$ cat config.mk
export PLATFORM = sky130hd
export DESIGN_NAME = uart_core
export DESIGN_NICKNAME = d
export VERILOG_FILES = /design/src/rtl/uart_core.sv
export SDC_FILE = /design/constraint.sdc
export NUM_CORES = 1
export LEC_CHECK = 0
export BUFFER_PORTS_ARGS = -buffer_cell sky130_fd_sc_hd__buf_4
export CAP_MARGIN = 5
export CORE_UTILIZATION = 65
export DETAILED_ROUTE_END_ITERATION = 8
export PLACE_DENSITY = 0.87
export SLEW_MARGIN = 20
export SYNTH_ARGS = -nofsm -noshare
export SYNTH_HDL_FRONTEND = slang
export SYNTH_HIERARCHICAL = 1
export SYNTH_SLANG_ARGS = --single-unit
$ cat constraint.sdc
create_clock -name clk -period 6 [get_ports clk]
set_input_delay 0.9 -clock clk [delete_from_list [all_inputs] [get_ports clk]]
set_output_delay 0.9 -clock clk [all_outputs]
set_load 0.02 [all_outputs]
$ cat src/rtl/uart_core.sv
// uart_core: parametrised UART with runtime parity/stop config, 16x oversampling and RX/TX FIFOs; optional UART_LOOPBACK_EN.
// Latency: rx pin -> RX FIFO push on the last stop-bit sample (+2 clk sync); TX FIFO head -> start bit on the next baud tick.
// Backpressure: wr_uart ignored while tx_full; RX frames dropped while RX FIFO full, reported by sticky rx_overrun.

module uart_fifo #(
   parameter int W  = 8,
   parameter int AW = 4
) (
   input  logic         clk,
   input  logic         reset,
   input  logic         wr_i,
   input  logic [W-1:0] wr_dat_i,
   input  logic         rd_i,
   output logic [W-1:0] rd_dat_o,
   output logic         empty_o,
   output logic         full_o,
   output logic [AW:0]  count_o
);
   localparam int          DEPTH    = 1 << AW;
   localparam logic [AW:0] FULL_CNT = (AW+1)'(DEPTH);

   logic [W-1:0]  mem_q [DEPTH];
   logic [AW-1:0] wr_ptr_q;
   logic [AW-1:0] rd_ptr_q;
   logic [AW:0]   count_q;
   logic [AW:0]   count_d;
   logic          empty_q;
   logic          full_q;
   logic          do_rd;
   logic          do_wr;

   // A pop frees the slot in the same cycle, so a full FIFO still accepts a simultaneous push.
   assign do_rd = rd_i & ~empty_q;
   assign do_wr = wr_i & (~full_q | do_rd);

   // Next occupancy; flags are registered from it so they settle the cycle after the access.
   always_comb begin
      count_d = count_q;
      if (do_wr && !do_rd) begin
         count_d = count_q + 1'b1;
      end else if (do_rd && !do_wr) begin
         count_d = count_q - 1'b1;
      end
   end

   // Storage, pointers and registered status; storage is cleared so the show-ahead head reads zero after reset.
   always_ff @(posedge clk) begin
      if (reset) begin
         for (int i = 0; i < DEPTH; i++) begin
            mem_q[i] <= '0;
         end
         wr_ptr_q <= '0;
         rd_ptr_q <= '0;
         count_q  <= '0;
         empty_q  <= 1'b1;
         full_q   <= 1'b0;
      end else begin
         if (do_wr) begin
            mem_q[wr_ptr_q] <= wr_dat_i;
            wr_ptr_q        <= wr_ptr_q + 1'b1;
         end
         if (do_rd) begin
            rd_ptr_q <= rd_ptr_q + 1'b1;
         end
         count_q <= count_d;
         empty_q <= (count_d == '0);
         full_q  <= (count_d == FULL_CNT);
      end
   end

   assign rd_dat_o = mem_q[rd_ptr_q];
   assign empty_o  = empty_q;
   assign full_o   = full_q;
   assign count_o  = count_q;
endmodule

module uart_core #(
   parameter int DBIT     = 8,
   parameter int FIFO_AW  = 4,
   parameter int DIV_BITS = 11
) (
   input  logic                clk,
   input  logic                reset,
   input  logic [DIV_BITS-1:0] baud_div,
   input  logic [1:0]          parity_mode,
   input  logic                stop2,
`ifdef UART_LOOPBACK_EN
   input  logic                loopback,
`endif
   input  logic                rx,
   output logic                tx,
   input  logic [DBIT-1:0]     w_data,
   input  logic                wr_uart,
   output logic                tx_full,
   output logic                tx_busy,
   output logic [DBIT-1:0]     r_data,
   output logic                r_perr,
   output logic                r_ferr,
   input  logic                rd_uart,
   output logic                rx_empty,
   output logic                rx_overrun,
   input  logic                clr_overrun,
   output logic [FIFO_AW:0]    rx_count,
   output logic [FIFO_AW:0]    tx_count
);
   typedef enum logic [2:0] {ST_IDLE, ST_START, ST_DATA, ST_PARITY, ST_STOP} state_t;

   localparam logic [3:0] LAST_BIT = 4'(DBIT - 1);

   // runtime config decode, sampled by each FSM only when it leaves IDLE
   logic cfg_par_en;
   logic cfg_par_odd;
   assign cfg_par_en  = (parity_mode == 2'b01) | (parity_mode == 2'b10);
   assign cfg_par_odd = (parity_mode == 2'b10);

   // ---------------- baud generator ----------------
   logic [DIV_BITS-1:0] baud_cnt_q;
   logic                tick;

   // >= keeps the counter from running the full range if baud_div is lowered mid-count
   assign tick = (baud_cnt_q >= baud_div);

   // Free-running tick counter, one-clk tick every baud_div+1 cycles.
   always_ff @(posedge clk) begin
      if (reset) begin
         baud_cnt_q <= '0;
      end else if (tick) begin
         baud_cnt_q <= '0;
      end else begin
         baud_cnt_q <= baud_cnt_q + 1'b1;
      end
   end

   // ---------------- rx synchroniser ----------------
   logic rx_src;
   logic rx_meta_q;
   logic rx_sync_q;
   logic tx_q;

`ifdef UART_LOOPBACK_EN
   assign rx_src = loopback ? tx_q : rx;
`else
   assign rx_src = rx;
`endif

   // Two-flop synchroniser; idles high so reset never looks like a start bit.
   always_ff @(posedge clk) begin
      if (reset) begin
         rx_meta_q <= 1'b1;
         rx_sync_q <= 1'b1;
      end else begin
         rx_meta_q <= rx_src;
         rx_sync_q <= rx_meta_q;
      end
   end

   // ---------------- receiver ----------------
   state_t            rx_state_q;
   logic [3:0]        rx_s_q;
   logic [3:0]        rx_n_q;
   logic [DBIT-1:0]   rx_sh_q;
   logic              rx_perr_q;
   logic              rx_ferr_q;
   logic              rx_par_en_q;
   logic              rx_par_odd_q;
   logic              rx_stop2_q;
   logic              rx_push;
   logic              rx_drop;
   logic [DBIT+1:0]   rx_push_dat;
   logic [DBIT+1:0]   rx_head;
   logic              rx_full;

   // The final stop sample is folded straight into the pushed entry so the push lands on the sampling cycle.
   assign rx_push     = (rx_state_q == ST_STOP) & tick & (rx_s_q == 4'd15) &
                        (rx_n_q == {3'b000, rx_stop2_q});
   assign rx_push_dat = {rx_ferr_q | ~rx_sync_q, rx_perr_q, rx_sh_q};
   assign rx_drop     = rx_push & rx_full & ~rd_uart;

   // Receive FSM: mid-bit sampling at 16 ticks per bit, start bit re-checked at its centre.
   always_ff @(posedge clk) begin
      if (reset) begin
         rx_state_q   <= ST_IDLE;
         rx_s_q       <= '0;
         rx_n_q       <= '0;
         rx_sh_q      <= '0;
         rx_perr_q    <= 1'b0;
         rx_ferr_q    <= 1'b0;
         rx_par_en_q  <= 1'b0;
         rx_par_odd_q <= 1'b0;
         rx_stop2_q   <= 1'b0;
      end else begin
         case (rx_state_q)
            ST_IDLE: begin
               rx_s_q <= '0;
               if (!rx_sync_q) begin
                  rx_state_q   <= ST_START;
                  rx_perr_q    <= 1'b0;
                  rx_ferr_q    <= 1'b0;
                  rx_par_en_q  <= cfg_par_en;
                  rx_par_odd_q <= cfg_par_odd;
                  rx_stop2_q   <= stop2;
               end
            end
            ST_START: begin
               if (tick) begin
                  if (rx_s_q == 4'd7) begin
                     rx_s_q     <= '0;
                     rx_n_q     <= '0;
                     rx_state_q <= rx_sync_q ? ST_IDLE : ST_DATA;
                  end else begin
                     rx_s_q <= rx_s_q + 1'b1;
                  end
               end
            end
            ST_DATA: begin
               if (tick) begin
                  if (rx_s_q == 4'd15) begin
                     rx_s_q  <= '0;
                     rx_sh_q <= {rx_sync_q, rx_sh_q[DBIT-1:1]};
                     if (rx_n_q == LAST_BIT) begin
                        rx_n_q     <= '0;
                        rx_state_q <= rx_par_en_q ? ST_PARITY : ST_STOP;
                     end else begin
                        rx_n_q <= rx_n_q + 1'b1;
                     end
                  end else begin
                     rx_s_q <= rx_s_q + 1'b1;
                  end
               end
            end
            ST_PARITY: begin
               if (tick) begin
                  if (rx_s_q == 4'd15) begin
                     rx_s_q     <= '0;
                     rx_perr_q  <= rx_sync_q ^ (^rx_sh_q) ^ rx_par_odd_q;
                     rx_state_q <= ST_STOP;
                  end else begin
                     rx_s_q <= rx_s_q + 1'b1;
                  end
               end
            end
            ST_STOP: begin
               if (tick) begin
                  if (rx_s_q == 4'd15) begin
                     rx_s_q <= '0;
                     if (!rx_sync_q) begin
                        rx_ferr_q <= 1'b1;
                     end
                     if (rx_n_q == {3'b000, rx_stop2_q}) begin
                        rx_state_q <= ST_IDLE;
                     end else begin
                        rx_n_q <= rx_n_q + 1'b1;
                     end
                  end else begin
                     rx_s_q <= rx_s_q + 1'b1;
                  end
               end
            end
            default: rx_state_q <= ST_IDLE;
         endcase
      end
   end

   // Sticky overrun: a drop in the same cycle beats a clear.
   always_ff @(posedge clk) begin
      if (reset) begin
         rx_overrun <= 1'b0;
      end else if (rx_drop) begin
         rx_overrun <= 1'b1;
      end else if (clr_overrun) begin
         rx_overrun <= 1'b0;
      end
   end

   uart_fifo #(.W(DBIT + 2), .AW(FIFO_AW)) u_rx_fifo (
      .clk      (clk),
      .reset    (reset),
      .wr_i     (rx_push),
      .wr_dat_i (rx_push_dat),
      .rd_i     (rd_uart),
      .rd_dat_o (rx_head),
      .empty_o  (rx_empty),
      .full_o   (rx_full),
      .count_o  (rx_count)
   );

   assign r_data = rx_head[DBIT-1:0];
   assign r_perr = rx_head[DBIT];
   assign r_ferr = rx_head[DBIT+1];

   // ---------------- transmitter ----------------
   state_t          tx_state_q;
   logic [3:0]      tx_s_q;
   logic [3:0]      tx_n_q;
   logic [DBIT-1:0] tx_sh_q;
   logic            tx_par_q;
   logic            tx_par_en_q;
   logic            tx_stop2_q;
   logic            tx_armed_q;
   logic [DBIT-1:0] tx_head;
   logic            tx_empty;
   logic            tx_pop;
   logic            tx_last_stop_end;

   assign tx_last_stop_end = (tx_state_q == ST_STOP) & tick & (tx_s_q == 4'd15) &
                             (tx_n_q == {3'b000, tx_stop2_q});
   // Load from IDLE at once, or chain straight into the next frame at the end of the last stop bit.
   assign tx_pop = ~tx_empty & ((tx_state_q == ST_IDLE) | tx_last_stop_end);

   // Transmit FSM: every bit is held 16 ticks; from IDLE the start bit waits for the next tick to align.
   always_ff @(posedge clk) begin
      if (reset) begin
         tx_state_q  <= ST_IDLE;
         tx_q        <= 1'b1;
         tx_s_q      <= '0;
         tx_n_q      <= '0;
         tx_sh_q     <= '0;
         tx_par_q    <= 1'b0;
         tx_par_en_q <= 1'b0;
         tx_stop2_q  <= 1'b0;
         tx_armed_q  <= 1'b0;
      end else begin
         if (tx_pop) begin
            tx_sh_q     <= tx_head;
            tx_par_q    <= (^tx_head) ^ cfg_par_odd;
            tx_par_en_q <= cfg_par_en;
            tx_stop2_q  <= stop2;
            tx_s_q      <= '0;
         end
         case (tx_state_q)
            ST_IDLE: begin
               tx_q <= 1'b1;
               if (tx_pop) begin
                  tx_state_q <= ST_START;
                  tx_armed_q <= 1'b0;
               end
            end
            ST_START: begin
               if (tick) begin
                  if (!tx_armed_q) begin
                     tx_armed_q <= 1'b1;
                     tx_q       <= 1'b0;
                     tx_s_q     <= '0;
                  end else if (tx_s_q == 4'd15) begin
                     tx_s_q     <= '0;
                     tx_n_q     <= '0;
                     tx_q       <= tx_sh_q[0];
                     tx_state_q <= ST_DATA;
                  end else begin
                     tx_s_q <= tx_s_q + 1'b1;
                  end
               end
            end
            ST_DATA: begin
               if (tick) begin
                  if (tx_s_q == 4'd15) begin
                     tx_s_q <= '0;
                     if (tx_n_q == LAST_BIT) begin
                        tx_n_q <= '0;
                        if (tx_par_en_q) begin
                           tx_q       <= tx_par_q;
                           tx_state_q <= ST_PARITY;
                        end else begin
                           tx_q       <= 1'b1;
                           tx_state_q <= ST_STOP;
                        end
                     end else begin
                        tx_n_q  <= tx_n_q + 1'b1;
                        tx_q    <= tx_sh_q[1];
                        tx_sh_q <= tx_sh_q >> 1;
                     end
                  end else begin
                     tx_s_q <= tx_s_q + 1'b1;
                  end
               end
            end
            ST_PARITY: begin
               if (tick) begin
                  if (tx_s_q == 4'd15) begin
                     tx_s_q     <= '0;
                     tx_n_q     <= '0;
                     tx_q       <= 1'b1;
                     tx_state_q <= ST_STOP;
                  end else begin
                     tx_s_q <= tx_s_q + 1'b1;
                  end
               end
            end
            ST_STOP: begin
               if (tick) begin
                  if (tx_s_q == 4'd15) begin
                     if (!tx_pop) begin
                        tx_s_q <= '0;
                     end
                     if (tx_n_q == {3'b000, tx_stop2_q}) begin
                        if (tx_pop) begin
                           tx_q       <= 1'b0;
                           tx_armed_q <= 1'b1;
                           tx_state_q <= ST_START;
                        end else begin
                           tx_state_q <= ST_IDLE;
                        end
                     end else begin
                        tx_n_q <= tx_n_q + 1'b1;
                     end
                  end else begin
                     tx_s_q <= tx_s_q + 1'b1;
                  end
               end
            end
            default: tx_state_q <= ST_IDLE;
         endcase
      end
   end

   uart_fifo #(.W(DBIT), .AW(FIFO_AW)) u_tx_fifo (
      .clk      (clk),
      .reset    (reset),
      .wr_i     (wr_uart),
      .wr_dat_i (w_data),
      .rd_i     (tx_pop),
      .rd_dat_o (tx_head),
      .empty_o  (tx_empty),
      .full_o   (tx_full),
      .count_o  (tx_count)
   );

   assign tx      = tx_q;
   assign tx_busy = (tx_state_q != ST_IDLE) | ~tx_empty;
endmodule

==> reports/results.txt <==
Status -> completed
CTS Buf Count -> 41
Reg2Reg Depth -> 13
Die width -> 172 um
Dpl ws -> 1130 ps
# fillers -> 1727
Reg clk slew, reported paths -> 60 ps
First drt pass iteration count -> 5
Hpwl dp -> 27.1 mm
GRT Residual Overflow -> 0
Main combinational cell family by area after synthesis -> simple AND/OR/NAND/NOR gates
FF+latch count, synth -> 388
DRC viols -> 0
Leakage -> 0.00763 uW
Routed wire length -> 40.9 mm
Largest cells by area after synthesis -> edfxtp_1 46%, dfxtp_1 11%, and2_1 9.7%, mux4_1 7.7%, mux4_2 4.2%
Synthesized area -> 18800 um^2
I/O Pins -> 53
Mux contribution to synthesized area -> 13.3%
Xor/xnor share of the synthesized area -> 2.23%
Setup CP Type -> reg2reg
Worst-path maximum fanout -> 15
Worst slew pin tran -> 998 ps
Initial DRC count -> 1186
Area growth from synthesis to layout -> 9.42%
WHS Path Cells -> 1
Async S/R FF share, synth -> 0%
Yosys warning total -> 6
H-tree lvl count -> 2
Gpl congestion -> 0.873
Peak Freq -> 228 MHz
Initial antenna violation count -> 4
TNS Setup -> 0 ps
Final hold vios -> 0
Sequential standard cell area -> 10700 um^2
Multi-input combinational cell area -> 7610 um^2
Final Slew Violations -> 0
Synth Instances -> 1415
Net count reported at finish -> 1489
Clock Path Buffers -> 3
Yosys top cell by area -> edfxtp_1
Pin count of the biggest net entering global routing -> 75
I/O Buffers -> 52
Post-route ant nets -> 0
Root buf cell -> clkbuf_16
Vias -> 11400
Ys flop type -> edfxtp_1
Post-Synth Simple-Gate Area -> 18.3%
PnR worst setup slack -> 1610 ps
Top cell type's share of synthesized area -> 46.0%
Post-synthesis compound-gate area fraction -> 4.50%
DR vias/cell -> 6.20
RSZ-0062 raised after global routing -> no
Setup Skew -> 18.6 ps
Max-cap check violation count -> 0
Initial core utilization -> 66.8%
Most frequent cell after synthesis -> and2_1
Sequential-to-total area share from yosys stat -> 56.6%
Arrival @ worst endpoint -> 4600 ps
CTS Hold Bufs -> 0
Die footprint -> 29600 um^2
Clock Latency Late Sink -> 530 ps
Top cells by count, synth -> 293 x and2_1, 288 x edfxtp_1, 102 x nor2_1
Total GRT Usage -> 28.7%
Startpoint type of the worst setup path -> register
# setup viols final -> 0
Syn avg cell area -> 13.3 um^2
Critical path required time -> 6210 ps
Yosys cell types -> 77
Core area -> 28200 um^2
Syn_nets -> 1474
Post-CTS Resized -> 0
Slew margin rel. -> 33.5%
Synth Area in Adders -> 2.06%
Worst hold path class -> reg2reg
Clock sink count -> 388
WL/cell -> 22.2 um
Diodes inserted -> 0
Pwr dens -> 327 nW/um^2
First-pass GRT wire length -> 63.7 mm
Max VDD drop -> 268 uV
TritonCTS clock tree -> yes
EDFF count, synth -> 288
Min cycle time layout -> 4390 ps
Post-CTS Setup Repair Bufs -> 0
Part of the cycle the worst path needs -> 73.2%
Die Y -> 172 um
Crit path capture type -> register
Vias in the first global route -> 11400
Layout cells sized above 1 -> 15.1%
Hold WS -> 446 ps
# rows -> 61
Pwr Total -> 6730 uW
## area by class of cell
type                            count  share of cell area (%)
Sequential cell                   388                    51.8
Clock inverter                     24                   0.766
Timing Repair Buffer               58                    2.12
Tap cell                          378                    2.30
Inverter                           27                   0.492
Clock buffer                       52                    5.59
Multi-Input combinational cell    914                    37.0
## report_power, final
part           switching, uW  leakage, uW  total, uW  internal [uW]
clock network           1020     0.000649       2430           1410
logic                    560      0.00333       1100            542
registers                168      0.00365       3210           3040
## placed cells by master (no fill, tap or decap), types with 5 or more instances in the layout
master,synthesis,final
or3_1,6,6
nand2b_1,17,17
a21o_1,9,9
clkbuf_16,0,43
or2_2,35,35
dfxtp_1,100,98
xnor2_1,25,25
a211oi_1,12,12
nor2b_1,15,15
nor2_1,102,102
inv_1,27,27
buf_4,0,58
and2_1,293,293
o31ai_1,5,5
and3_1,8,8
clkbuf_1,55,5
edfxtp_1,288,288
mux4_2,35,35
a21oi_1,32,32
xor2_1,23,23
clkinv_1,0,6
nand2_1,37,37
mux2i_1,22,22
a31oi_1,11,11
ha_1,31,31
nand3_1,16,16
nand4_1,13,13
nor3_1,18,18
clkinv_2,0,11
or4_1,5,5
o21ai_0,16,16
mux4_1,55,55
## worst max-delay path, stage by stage (launching register included)
cell and delay, ps:
dfxtp_1 470, inv_1 80, ha_1 280, nand2b_1 100, a31oi_1 110, o211ai_2 180
buf_4 230, and2_1 390, and3_1 340, inv_1 110, a211oi_2 310, nand2_1 270
nor3_1 760, or2_2 420
## worst paths after layout
path,end,slack [ps],start
setup / recovery,u_rx_fifo/mem_q[0][5],1610,baud_cnt_q[0]
hold reg to reg,rx_sync_q,450,rx_meta_q
hold / removal,rx_sync_q,450,rx_meta_q
setup reg to reg,u_rx_fifo/mem_q[0][5],1610,baud_cnt_q[0]
## routing by layer
| metal | routed length (um) | up-vias | GRT usage, % |
|---|---|---|---|
| met5 | 61 | - | 0 |
| met4 | 1880 | 8 | 13.4 |
| met3 | 2740 | 117 | 5.52 |
| met2 | 20500 | 473 | 49.7 |
| met1 | 15700 | 5597 | 34.9 |
| li1 | - | 5220 | - |
## registers in the layout, indices dropped and copies added, names as in the netlist, 3 cells and up, named ones only
| name | count |
|---|---|
| u_rx_fifo/wr_ptr_q | 4 |
| tx_s_q | 4 |
| rx_state_q | 3 |
| u_tx_fifo/rd_ptr_q | 4 |
| u_rx_fifo/mem_q | 160 |
| tx_n_q | 4 |
| tx_state_q | 3 |
| rx_sh_q | 8 |
| u_tx_fifo/mem_q | 128 |
| u_tx_fifo/count_o | 5 |
| u_rx_fifo/count_o | 5 |
| u_rx_fifo/rd_ptr_q | 4 |
| u_tx_fifo/wr_ptr_q | 4 |
| rx_s_q | 4 |
| baud_cnt_q | 11 |
| rx_n_q | 4 |
| tx_sh_q | 8 |
## logic make-up (layout without fill, tap and decap cells)
group	after synthesis	after routing
buffers and inverters	113	161
AOI/OAI and AO/OA	121	121
DFF	388	388
xor gates and xnor gates	48	48
adders and majority gates	31	31
muxes	117	117
and+or+nand+nor	597	597
## per-stage QoR
| step | utilization, % | cells | cell area [um^2] |
|---|---|---|---|
| floorplan | - | 1415 | 18800 |
| global placement | 68.4 | 1765 | 19300 |
| detailed placement | 68.4 | 1765 | 19300 |
| CTS | 73.1 | 1841 | 20600 |
| global route | 73.1 | 1841 | 20600 |
| finish | 73.1 | 1841 | 20600 |
Note: power is estimated with default switching activity, not from simulation.
